===== src/rtl/num_cmp_seq_if.sv =====
// Handshake and operand/result bundle for the digit-serial magnitude comparator.
// The master drives a compare request; the slave (the comparator) returns status and result.
interface num_cmp_seq_if #(
  parameter int WIDTH = 16,
  parameter int DIGIT = 4
);
  localparam int NDIG = (WIDTH + DIGIT - 1) / DIGIT;
  localparam int CW   = $clog2(NDIG + 1);

  logic             start;
  logic             signed_mode;
  logic [WIDTH-1:0] A;
  logic [WIDTH-1:0] B;
  logic             busy;
  logic             done;
  logic             Y1;
  logic             Y2;
  logic             Y0;
  logic [CW-1:0]    cycles;

  modport master (
    output start, signed_mode, A, B,
    input  busy, done, Y1, Y2, Y0, cycles
  );

  modport slave (
    input  start, signed_mode, A, B,
    output busy, done, Y1, Y2, Y0, cycles
  );
endinterface


===== src/rtl/num_cmp_seq.sv =====
// Digit-serial MSB-first magnitude comparator with early exit on the first differing digit.
// Signed compares flip the operand sign bits at capture and then reuse the unsigned datapath.
module num_cmp_seq #(
  parameter int WIDTH = 16,
  parameter int DIGIT = 4
) (
  input  logic          clk,
  input  logic          rst,
  num_cmp_seq_if.slave  bus
);
  localparam int NDIG = (WIDTH + DIGIT - 1) / DIGIT;
  localparam int CW   = $clog2(NDIG + 1);
  localparam int PW   = NDIG * DIGIT;

  typedef enum logic [1:0] {IDLE, RUN, DONE} state_e;

  state_e           state_q, state_d;
  logic [PW-1:0]    a_q, a_d;
  logic [PW-1:0]    b_q, b_d;
  logic [CW-1:0]    dig_q, dig_d;
  logic             y0_q, y0_d;
  logic             y1_q, y1_d;
  logic             y2_q, y2_d;
  logic [CW-1:0]    cycles_q, cycles_d;

  logic [WIDTH-1:0] a_in;
  logic [WIDTH-1:0] b_in;
  logic [DIGIT-1:0] a_top;
  logic [DIGIT-1:0] b_top;

  assign a_top = a_q[PW-1 -: DIGIT];
  assign b_top = b_q[PW-1 -: DIGIT];

  always_comb begin
    // NOTE: every variable gets its hold value first so no path through the case infers a latch.
    state_d  = state_q;
    a_d      = a_q;
    b_d      = b_q;
    dig_d    = dig_q;
    y0_d     = y0_q;
    y1_d     = y1_q;
    y2_d     = y2_q;
    cycles_d = cycles_q;

    // Inverting the sign bit maps two's-complement order onto unsigned order.
    a_in = bus.A;
    b_in = bus.B;
    a_in[WIDTH-1] = bus.A[WIDTH-1] ^ bus.signed_mode;
    b_in[WIDTH-1] = bus.B[WIDTH-1] ^ bus.signed_mode;

    unique case (state_q)
      IDLE, DONE: begin
        state_d = IDLE;
        if (bus.start) begin
          state_d              = RUN;
          a_d                  = '0;
          b_d                  = '0;
          a_d[PW-1 -: WIDTH]   = a_in;
          b_d[PW-1 -: WIDTH]   = b_in;
          dig_d                = '0;
        end
      end
      RUN: begin
        dig_d = dig_q + 1'b1;
        if (a_top != b_top) begin
          state_d  = DONE;
          y1_d     = (a_top > b_top);
          y2_d     = (a_top < b_top);
          y0_d     = 1'b0;
          cycles_d = dig_q + 1'b1;
        end else if (dig_q == CW'(NDIG - 1)) begin
          state_d  = DONE;
          y1_d     = 1'b0;
          y2_d     = 1'b0;
          y0_d     = 1'b1;
          cycles_d = CW'(NDIG);
        end else begin
          a_d = a_q << DIGIT;
          b_d = b_q << DIGIT;
        end
      end
      default: state_d = IDLE;
    endcase
  end

  // NOTE: state registers use non-blocking assignments so every flop samples pre-edge values.
  always_ff @(posedge clk) begin
    if (rst) begin
      state_q  <= IDLE;
      a_q      <= '0;
      b_q      <= '0;
      dig_q    <= '0;
      y0_q     <= 1'b0;
      y1_q     <= 1'b0;
      y2_q     <= 1'b0;
      cycles_q <= '0;
    end else begin
      state_q  <= state_d;
      a_q      <= a_d;
      b_q      <= b_d;
      dig_q    <= dig_d;
      y0_q     <= y0_d;
      y1_q     <= y1_d;
      y2_q     <= y2_d;
      cycles_q <= cycles_d;
    end
  end

  assign bus.busy   = (state_q == RUN);
  assign bus.done   = (state_q == DONE);
  assign bus.Y0     = y0_q;
  assign bus.Y1     = y1_q;
  assign bus.Y2     = y2_q;
  assign bus.cycles = cycles_q;

endmodule


===== src/flat_wrapper.sv =====
// flat-port wrapper written by rule: the top's interface ports become plain ports
module num_cmp_seq_flat 
#(
  parameter int WIDTH = 16,
  parameter int DIGIT = 4
)
  (clk, rst, bus_start, bus_signed_mode, bus_A, bus_B, bus_busy, bus_done, bus_Y1, bus_Y2, bus_Y0, bus_cycles);
  num_cmp_seq_if #(.WIDTH(WIDTH), .DIGIT(DIGIT)) bus_i ();
  input  logic clk;
  input  logic rst;
  input wire logic [$bits(bus_i.start)-1:0] bus_start;
  input wire logic [$bits(bus_i.signed_mode)-1:0] bus_signed_mode;
  input wire logic [$bits(bus_i.A)-1:0] bus_A;
  input wire logic [$bits(bus_i.B)-1:0] bus_B;
  output wire logic [$bits(bus_i.busy)-1:0] bus_busy;
  output wire logic [$bits(bus_i.done)-1:0] bus_done;
  output wire logic [$bits(bus_i.Y1)-1:0] bus_Y1;
  output wire logic [$bits(bus_i.Y2)-1:0] bus_Y2;
  output wire logic [$bits(bus_i.Y0)-1:0] bus_Y0;
  output wire logic [$bits(bus_i.cycles)-1:0] bus_cycles;
  assign bus_i.start = bus_start;
  assign bus_i.signed_mode = bus_signed_mode;
  assign bus_i.A = bus_A;
  assign bus_i.B = bus_B;
  assign bus_busy = bus_i.busy;
  assign bus_done = bus_i.done;
  assign bus_Y1 = bus_i.Y1;
  assign bus_Y2 = bus_i.Y2;
  assign bus_Y0 = bus_i.Y0;
  assign bus_cycles = bus_i.cycles;
  num_cmp_seq #(.WIDTH(WIDTH), .DIGIT(DIGIT)) u_core (.clk(clk), .rst(rst), .bus(bus_i));
endmodule

===== config.mk =====
export PLATFORM = sky130hd
export DESIGN_NAME = num_cmp_seq_flat
export DESIGN_NICKNAME = d
export VERILOG_FILES = /design/src/rtl/num_cmp_seq_if.sv /design/src/rtl/num_cmp_seq.sv /design/src/flat_wrapper.sv
export SDC_FILE = /design/constraint.sdc
export NUM_CORES = 1
export LEC_CHECK = 0
export CAP_MARGIN = 40
export CORE_ASPECT_RATIO = 0.9
export CORE_MARGIN = 1
export CORE_UTILIZATION = 54
export DETAILED_ROUTE_END_ITERATION = 8
export GPL_ROUTABILITY_DRIVEN = 0
export PLACE_DENSITY = 0.85
export SYNTH_ARGS = -nofsm -noshare
export SYNTH_HDL_FRONTEND = slang
export SYNTH_SLANG_ARGS = --single-unit

===== constraint.sdc =====
create_clock -name clk -period 3.54 [get_ports clk]
set_input_delay 0.708 -clock clk [delete_from_list [all_inputs] [get_ports clk]]
set_output_delay 0.708 -clock clk [all_outputs]
set_load 0.05 [all_outputs]

==> results.yml <==
grt:
  antenna_found_initial: 0
  grt_overflow: 0
  grt_util_met3_pct: 6.30
  grt_pass1_vias: 1447
  grt.total_usage_pct: 22.8
  grt_start_max_net_pins: 30
  use_met1_pct: 31.7
  grt_pass1_wl_um: 6750
  grt_use_met2_pct: 35.4
  globalRoute.busiestLayer: "met2"
worst_setup_path:
  cp_cell_sequence: "nand2b_2 > buf_4 > inv_1 > clkdlybuf4s50_1"
  critPathSlowestCell: "clkdlybuf4s50_1"
  cp_max_fo: 17
  crit_path_start_kind: "register"
  cp-end-kind: "primary output"
  crit_type: "register to primary output"
  arrival_ps: 2070
  slowest_delay_ps: 790
  cp.required_ps: 2830
sta:
  tightest_slew_ps: 692
  slew_headroom_pct: 53.9
  timing.hold.ws_ps: 471
  setup_viol: 0
  rsz0062_at_grt: "false"
  skew_ps: 6.49
  period_minus_slack_ps: 2770
  slew_viol_final: 0
  fin_tns_setup_ps: 0
  max_freq_mhz: 360
  finalCritPeriodShare_pct: 78.4
  final-hold-violation-count: 0
power:
  comb_power_share_pct: 25.9
  netSwitchingPower_w: 0.000357
  p_int_w: 0.000817
  power_density_nw_per_um2: 463
  power_frac_seq_pct: 47.6
  ir_drop_mv: 0.220
  p_total_w: 0.00117
  p_clk_share_pct: 26.5
  p_leak_nw: 0.952
  p_sw_share_pct: 30.4
floorplan:
  die_area_um2: 3950
  die_w_um: 66.1
  die_h_um: 59.7
  core.rowCount: 20
  initial_core_util_pct: 57.9
  io_pins: 44
  core-area_um2: 3450
routing:
  wire_per_inst_um: 12.8
  ant_nets: 0
  vias_per_cell: 5.49
  drtIter0Drc: 75
  drt_wl_total_um: 4040
  drc: 0
  dr.pass1.iters: 4
  vias: 1729
cells_and_area:
  final_cells: 315
  post-route-util_pct: 73.5
  diodes: 0
  nNetsFinal: 313
  syn_to_final_growth_pct: 27.1
  drive_gt1_share_pct: 11.8
clock_network:
  cts_tree: "done"
  cts_buffer_depth: 2
  clk_pin_slew_worst_paths_ps: 80
  cts_hold_buf: 0
  root_buffer: "clkbuf_8"
  postCtsSetupBuffers: 0
  cts_max_level: 2
  post_cts_resized: 0
  clkSinkCount: 43
  cts_inserted_buffers: 5
  clk_latency_ps: 290
placement:
  place_inst: 308
  post-dp-hpwl_um: 2940
  numPortBuffers: 43
logic_synthesis:
  ys.flop_type: "dfxtp_1"
  ys_top_cells_by_area: "dfxtp_1 (43%), a311oi_2 (12%), nand2_1 (11%)"
  synth_cells: 234
  synth_fp_nets: 276
  syn_area_um2: 2000
  synth_edf_count: 0
  synth_seq_area_share_pct: 43.1
  synth_top_area_share_pct: 43.1
  yosys.area.top_type: "dfxtp_1"
  ys_ff_latch: 43
  syn_area_per_cell_um2: 8.54
  async_flop_share_pct: 0
  yosysUniqueCellTypes: 30
  yosysWarningCount: 0
job:
  max_cap_viol_count: 0
min_path:
  hp-class: "register to register"
outcome:
  run_status: "finished clean"
-- worst paths after layout --
path	start	endpoint	slack, ps	cells past startpoint
hold / removal	u_core.a_q[0]	u_core.a_q[0]	470	2
hold reg to reg	u_core.a_q[0]	u_core.a_q[0]	470	2
setup / recovery	u_core.state_q[1]	bus_busy	770	4
setup reg to reg	u_core.b_q[15]	u_core.b_q[13]	1140	8
-- stage by stage --
| stage | worst slack (ps) | instance area [um2] |
|---|---|---|
| after floorplan | 1810 | 2000 |
| after global placement | 919 | 2410 |
| after detailed placement | 895 | 2450 |
| after CTS | 765 | 2540 |
| after global routing | 662 | 2540 |
| final | 765 | 2540 |
-- final cells by class --
class | count | area [um2]
Fill cell | 271 | 915
Timing Repair Buffer | 48 | 490
Clock buffer | 6 | 82.6
Clock inverter | 1 | 5.00
Multi-Input combinational cell | 166 | 1020
Sequential cell | 43 | 861
Tap cell | 44 | 55.1
Inverter | 7 | 26.3
-- cells in the mapped netlist (2+ instances only) --
cell,instances
a21oi_1,16
a22oi_1,2
a311oi_1,6
a311oi_2,16
buf_2,5
buf_6,2
clkbuf_1,9
dfxtp_1,43
ha_1,6
inv_1,7
nand2_1,57
nand3_1,12
nor2_1,31
nor2b_1,3
o211ai_1,3
xnor2_1,2
-- placed cells by master (no fill, tap or decap) --
master / synthesis / final
nand2_1: 57 / 57
dfxtp_1: 43 / 43
clkdlybuf4s50_1: 0 / 42
nor2_1: 31 / 31
a311oi_2: 16 / 16
a21oi_1: 16 / 16
nand3_1: 12 / 12
inv_1: 7 / 7
a311oi_1: 6 / 6
ha_1: 6 / 6
clkbuf_8: 0 / 6
nor2b_1: 3 / 3
o211ai_1: 3 / 3
buf_4: 1 / 3
xnor2_1: 2 / 2
a22oi_1: 2 / 2
nand2b_2: 1 / 1
nand4_2: 1 / 1
nand2b_1: 1 / 1
o31ai_4: 1 / 1
and2_1: 1 / 1
nor3_1: 1 / 1
or3_1: 1 / 1
o21ai_0: 1 / 1
a221oi_1: 1 / 1
a211o_1: 1 / 1
nand4b_1: 1 / 1
a2bb2oi_1: 1 / 1
clkinv_2: 0 / 1
buf_2: 5 / 1
buf_8: 0 / 1
buf_16: 0 / 1
-- power by group through the flow --
stage / Sequential, W / Combinational [W] / Clock (W)
3_3_place_gp: 0.000567 / 0.000290 / 0
2_1_floorplan: 0.000583 / 0.000197 / 0
5_1_grt: 0.000564 / 0.000336 / 0.000337
6_report: 0.000559 / 0.000304 / 0.000311
3_5_place_dp: 0.000569 / 0.000305 / 0
4_1_cts: 0.000558 / 0.000306 / 0.000311
-- logic make-up after synthesis --
kind of cell | share of synthesized area [%]
DFF | 43.1
AOI/OAI and AO/OA | 23.2
buffers and inverters | 5.95
xor gates and xnor gates | 0.877
and+or+nand+nor | 23.2
adders and majority gates | 3.76
-- per-layer routing --
layer	up-vias	share of wire [%]
met5	-	0
met3	5	4.2
met2	39	45
li1	885	-
met4	0	0.94
met1	800	50
-- critical path, delay by kind of cell, from the launching register on --
family	cells	cell delay [ps]
buffers and inverters	3	1140
and+or+nand+nor	1	320
DFF	1	300
-- flip-flops by register name, summed over array words and instances, names as in the netlist --
register,count
u_core.bus.Y0,1
u_core.b_q,16
u_core.a_q,16
u_core.dig_q,3
u_core.bus.Y2,1
u_core.bus.cycles,3
u_core.bus.Y1,1
u_core.state_q,2
Power figures use the tool's default switching activity.
==> RTL edit, RTL diff (same flow settings) <==
`DIGIT` is set to 4 in 3 places; all go to 2.
--- a/src/rtl/num_cmp_seq_if.sv
+++ b/src/rtl/num_cmp_seq_if.sv
@@ -2,7 +2,7 @@
 // The master drives a compare request; the slave (the comparator) returns status and result.
 interface num_cmp_seq_if #(
   parameter int WIDTH = 16,
-  parameter int DIGIT = 4
+  parameter int DIGIT = 2
 );
   localparam int NDIG = (WIDTH + DIGIT - 1) / DIGIT;
   localparam int CW   = $clog2(NDIG + 1);
--- a/src/rtl/num_cmp_seq.sv
+++ b/src/rtl/num_cmp_seq.sv
@@ -2,7 +2,7 @@
 // Signed compares flip the operand sign bits at capture and then reuse the unsigned datapath.
 module num_cmp_seq #(
   parameter int WIDTH = 16,
-  parameter int DIGIT = 4
+  parameter int DIGIT = 2
 ) (
   input  logic          clk,
   input  logic          rst,
--- a/src/flat_wrapper.sv
+++ b/src/flat_wrapper.sv
@@ -2,7 +2,7 @@
 module num_cmp_seq_flat 
 #(
   parameter int WIDTH = 16,
-  parameter int DIGIT = 4
+  parameter int DIGIT = 2
 )
   (clk, rst, bus_start, bus_signed_mode, bus_A, bus_B, bus_busy, bus_done, bus_Y1, bus_Y2, bus_Y0, bus_cycles);
   num_cmp_seq_if #(.WIDTH(WIDTH), .DIGIT(DIGIT)) bus_i ();
Interface: changed (resized bus_cycles); port bits go from 44 to 45. The function was not compared with the original's and may differ.
==> RTL edit against the unedited design <==
- synthesized area is 0.63% higher
- sequential cell count rose by 2
- first-iteration DRC count is 6.7% lower
- largest power group unchanged
- cell area down 0.15%
- total power is 8.2% higher
- routed wire length increased by 3.2%
- worst setup slack better by 0.17 ns
- critical path type unchanged
- maximum frequency increased by 6.6%
==> RTL edit: results (changes against the unedited design) <==
Synthesis
  • Most instantiated cells after synthesis: 45 x dfxtp_1, 41 x nor2_1, 26 x a211oi_1, 26 x mux2i_1, 12 x a21oi_1
  • Async SR Flop Fraction: 0% (unchanged)
  • Largest cells by area after synthesis: dfxtp_1 45%, mux2i_1 13%, a211oi_1 9.7%, nor2_1 7.7%, a21oi_1 3.0%
  • Cells after synthesis: 220 (-6.0%)
  • Synth Warn #: 0 (unchanged)
  • Post-synthesis sequential area ratio: 44.8% (+1.7 points)
  • Net Count, Synth: 259 (-6.2%)

Critical path
  • WP data arrival: 1.89 ns (-0.18 ns)
  • Slowest-stage cell, CP: clkdlybuf4s50_1
  • CP Max Fanout: 11 (-6)
  • Worst r2r src: u_core.dig_q[0]
  • R2R cell count: 6 (-2)
  • Worst stage delay on the critical path: 0.86 ns (+0.07 ns)
  • Top Family by Delay on Critical Path: buffers and inverters
  • Reg2reg setup slack: 1.52 ns (+0.38 ns)

Routing
  • WL per Instance: 13.7 um (+7.3%)
  • Drt pass-1 iters: 4 (unchanged)
  • DRT iter0 DRCs: 70 (-6.7%)
  • Vias per inst: 5.61 (+2.3%)

Global route
  • Total GRT Usage: 22.8% (-0.024 points)
  • Vias in the first global route: 1,525 (+5.4%)
  • Pin count of the biggest net entering global routing: 54 (+80%)
  • Global-route wire length before repair: 6700 um (-0.73%)

Clock network
  • CTS Buf Count: 5 (unchanged)

Placement
  • Post-DP HPWL: 2880 um (-1.9%)
  • Number of port buffers: 44 (+2.3%)

Final layout
  • Fraction of layout cells with a size suffix above 1: 5.41% (-6.4 points)
  • Fin cells: 303 (-3.8%)
  • # nets final: 297 (-5.1%)
  • FILL cells: 285 (+5.2%)

Hold path
  • Hold Path End: u_core.bus.Y2
  • Hold path start: u_core.bus.Y2
  • Hold WC Path Type: register to register

Pwr
  • Leak Pwr: 1.08 nW (+14%)
  • Peak VDD IR: 0.350 mV (+59%)
  • Sw Ratio: 31.5% (+1.0 points)

Run status
  • Status: finished, final reports clean

STA
  • Slew Limit Headroom: 56.1% (+2.2 points)
  • Fin Clk Skew: 0.0116 ns (+0.00515 ns)
  • Fin Hold WS: 0.472 ns (+0.00149 ns)
[RTL edit: cell count changes after synthesis, moves of 4 or more]
cell | unedited run | this run
nand2_1 | 57 | 10
a211oi_1 | 0 | 26
mux2i_1 | 0 | 26
a311oi_2 | 16 | 0
nor2_1 | 31 | 41
a311oi_1 | 6 | 0
a21oi_1 | 16 | 12
[RTL edit: worst max-delay path by stage]
stage | start | end | slack, ns | cells past startpoint
2_1_floorplan | u_core.state_q[1] | bus_busy | 1.60 | 4
3_3_place_gp | rst | u_core.b_q[15] | 1.17 | 4
5_1_grt | u_core.state_q[1] | bus_busy | 0.87 | 3
4_1_cts | u_core.state_q[1] | bus_busy | 0.95 | 3
3_5_place_dp | bus_start | u_core.b_q[13] | 1.14 | 6
6_report | u_core.state_q[1] | bus_busy | 0.94 | 3
[RTL edit: cells by family (layout without fill, tap and decap cells)]
| kind of cell | Yosys count | after routing | synth area share [%] |
|---|---|---|---|
| fa+ha+maj | 3 | 3 | 1.87 |
| mux | 26 | 26 | 12.9 |
| compound gates | 47 | 47 | 16.7 |
| xor+xnor | 4 | 4 | 1.74 |
| flops | 45 | 45 | 44.8 |
| simple gates | 74 | 74 | 16.2 |
| buf+inv | 21 | 60 | 5.72 |
[RTL edit: per-layer routing]
| layer | vias to the layer above | share of wire (%) | global-route usage (%) |
|---|---|---|---|
| met2 | 43 | 47 | 37.5 |
| met4 | 0 | 2.6 | 10.9 |
| met3 | 11 | 3.8 | 5.15 |
| li1 | 859 | - | - |
| met1 | 788 | 46 | 28.5 |
| met5 | - | 0 | 0 |
[RTL edit: through the flow]
stage	utilization (%)	total power (W)	setup WS [ns]	instance area, um2
after floorplan	-	0.000852	1.60	2010
after global placement	70.1	0.000933	1.17	2440
after detailed placement	70.1	0.000945	1.14	2440
after CTS	72.9	0.00127	0.949	2530
after global routing	72.9	0.00133	0.872	2530
final	72.9	0.00127	0.938	2530
[RTL edit: power groups by stage]
stage / Clock (W) / Sequential (W) / Combinational, W
after floorplan: 0 / 0.000625 / 0.000227
after global placement: 0 / 0.000612 / 0.000321
after detailed placement: 0 / 0.000614 / 0.000330
after CTS: 0.000335 / 0.000603 / 0.000336
after global routing: 0.000357 / 0.000610 / 0.000366
final: 0.000335 / 0.000603 / 0.000332
[RTL edit: layout make-up]
cell class / count / area share [%]
Tap cell: 44 / 2.17
Multi-Input combinational cell: 154 / 39.3
Timing Repair Buffer: 48 / 18.6
Sequential cell: 45 / 35.5
Inverter: 4 / 0.592
Clock buffer: 6 / 3.26
Clock inverter: 2 / 0.543
[RTL edit: worst min-delay path, stage by stage (launching register included)]
cell	delay, ns
dfxtp_1	0.32
nand3_1	0.06
a21oi_1	0.05
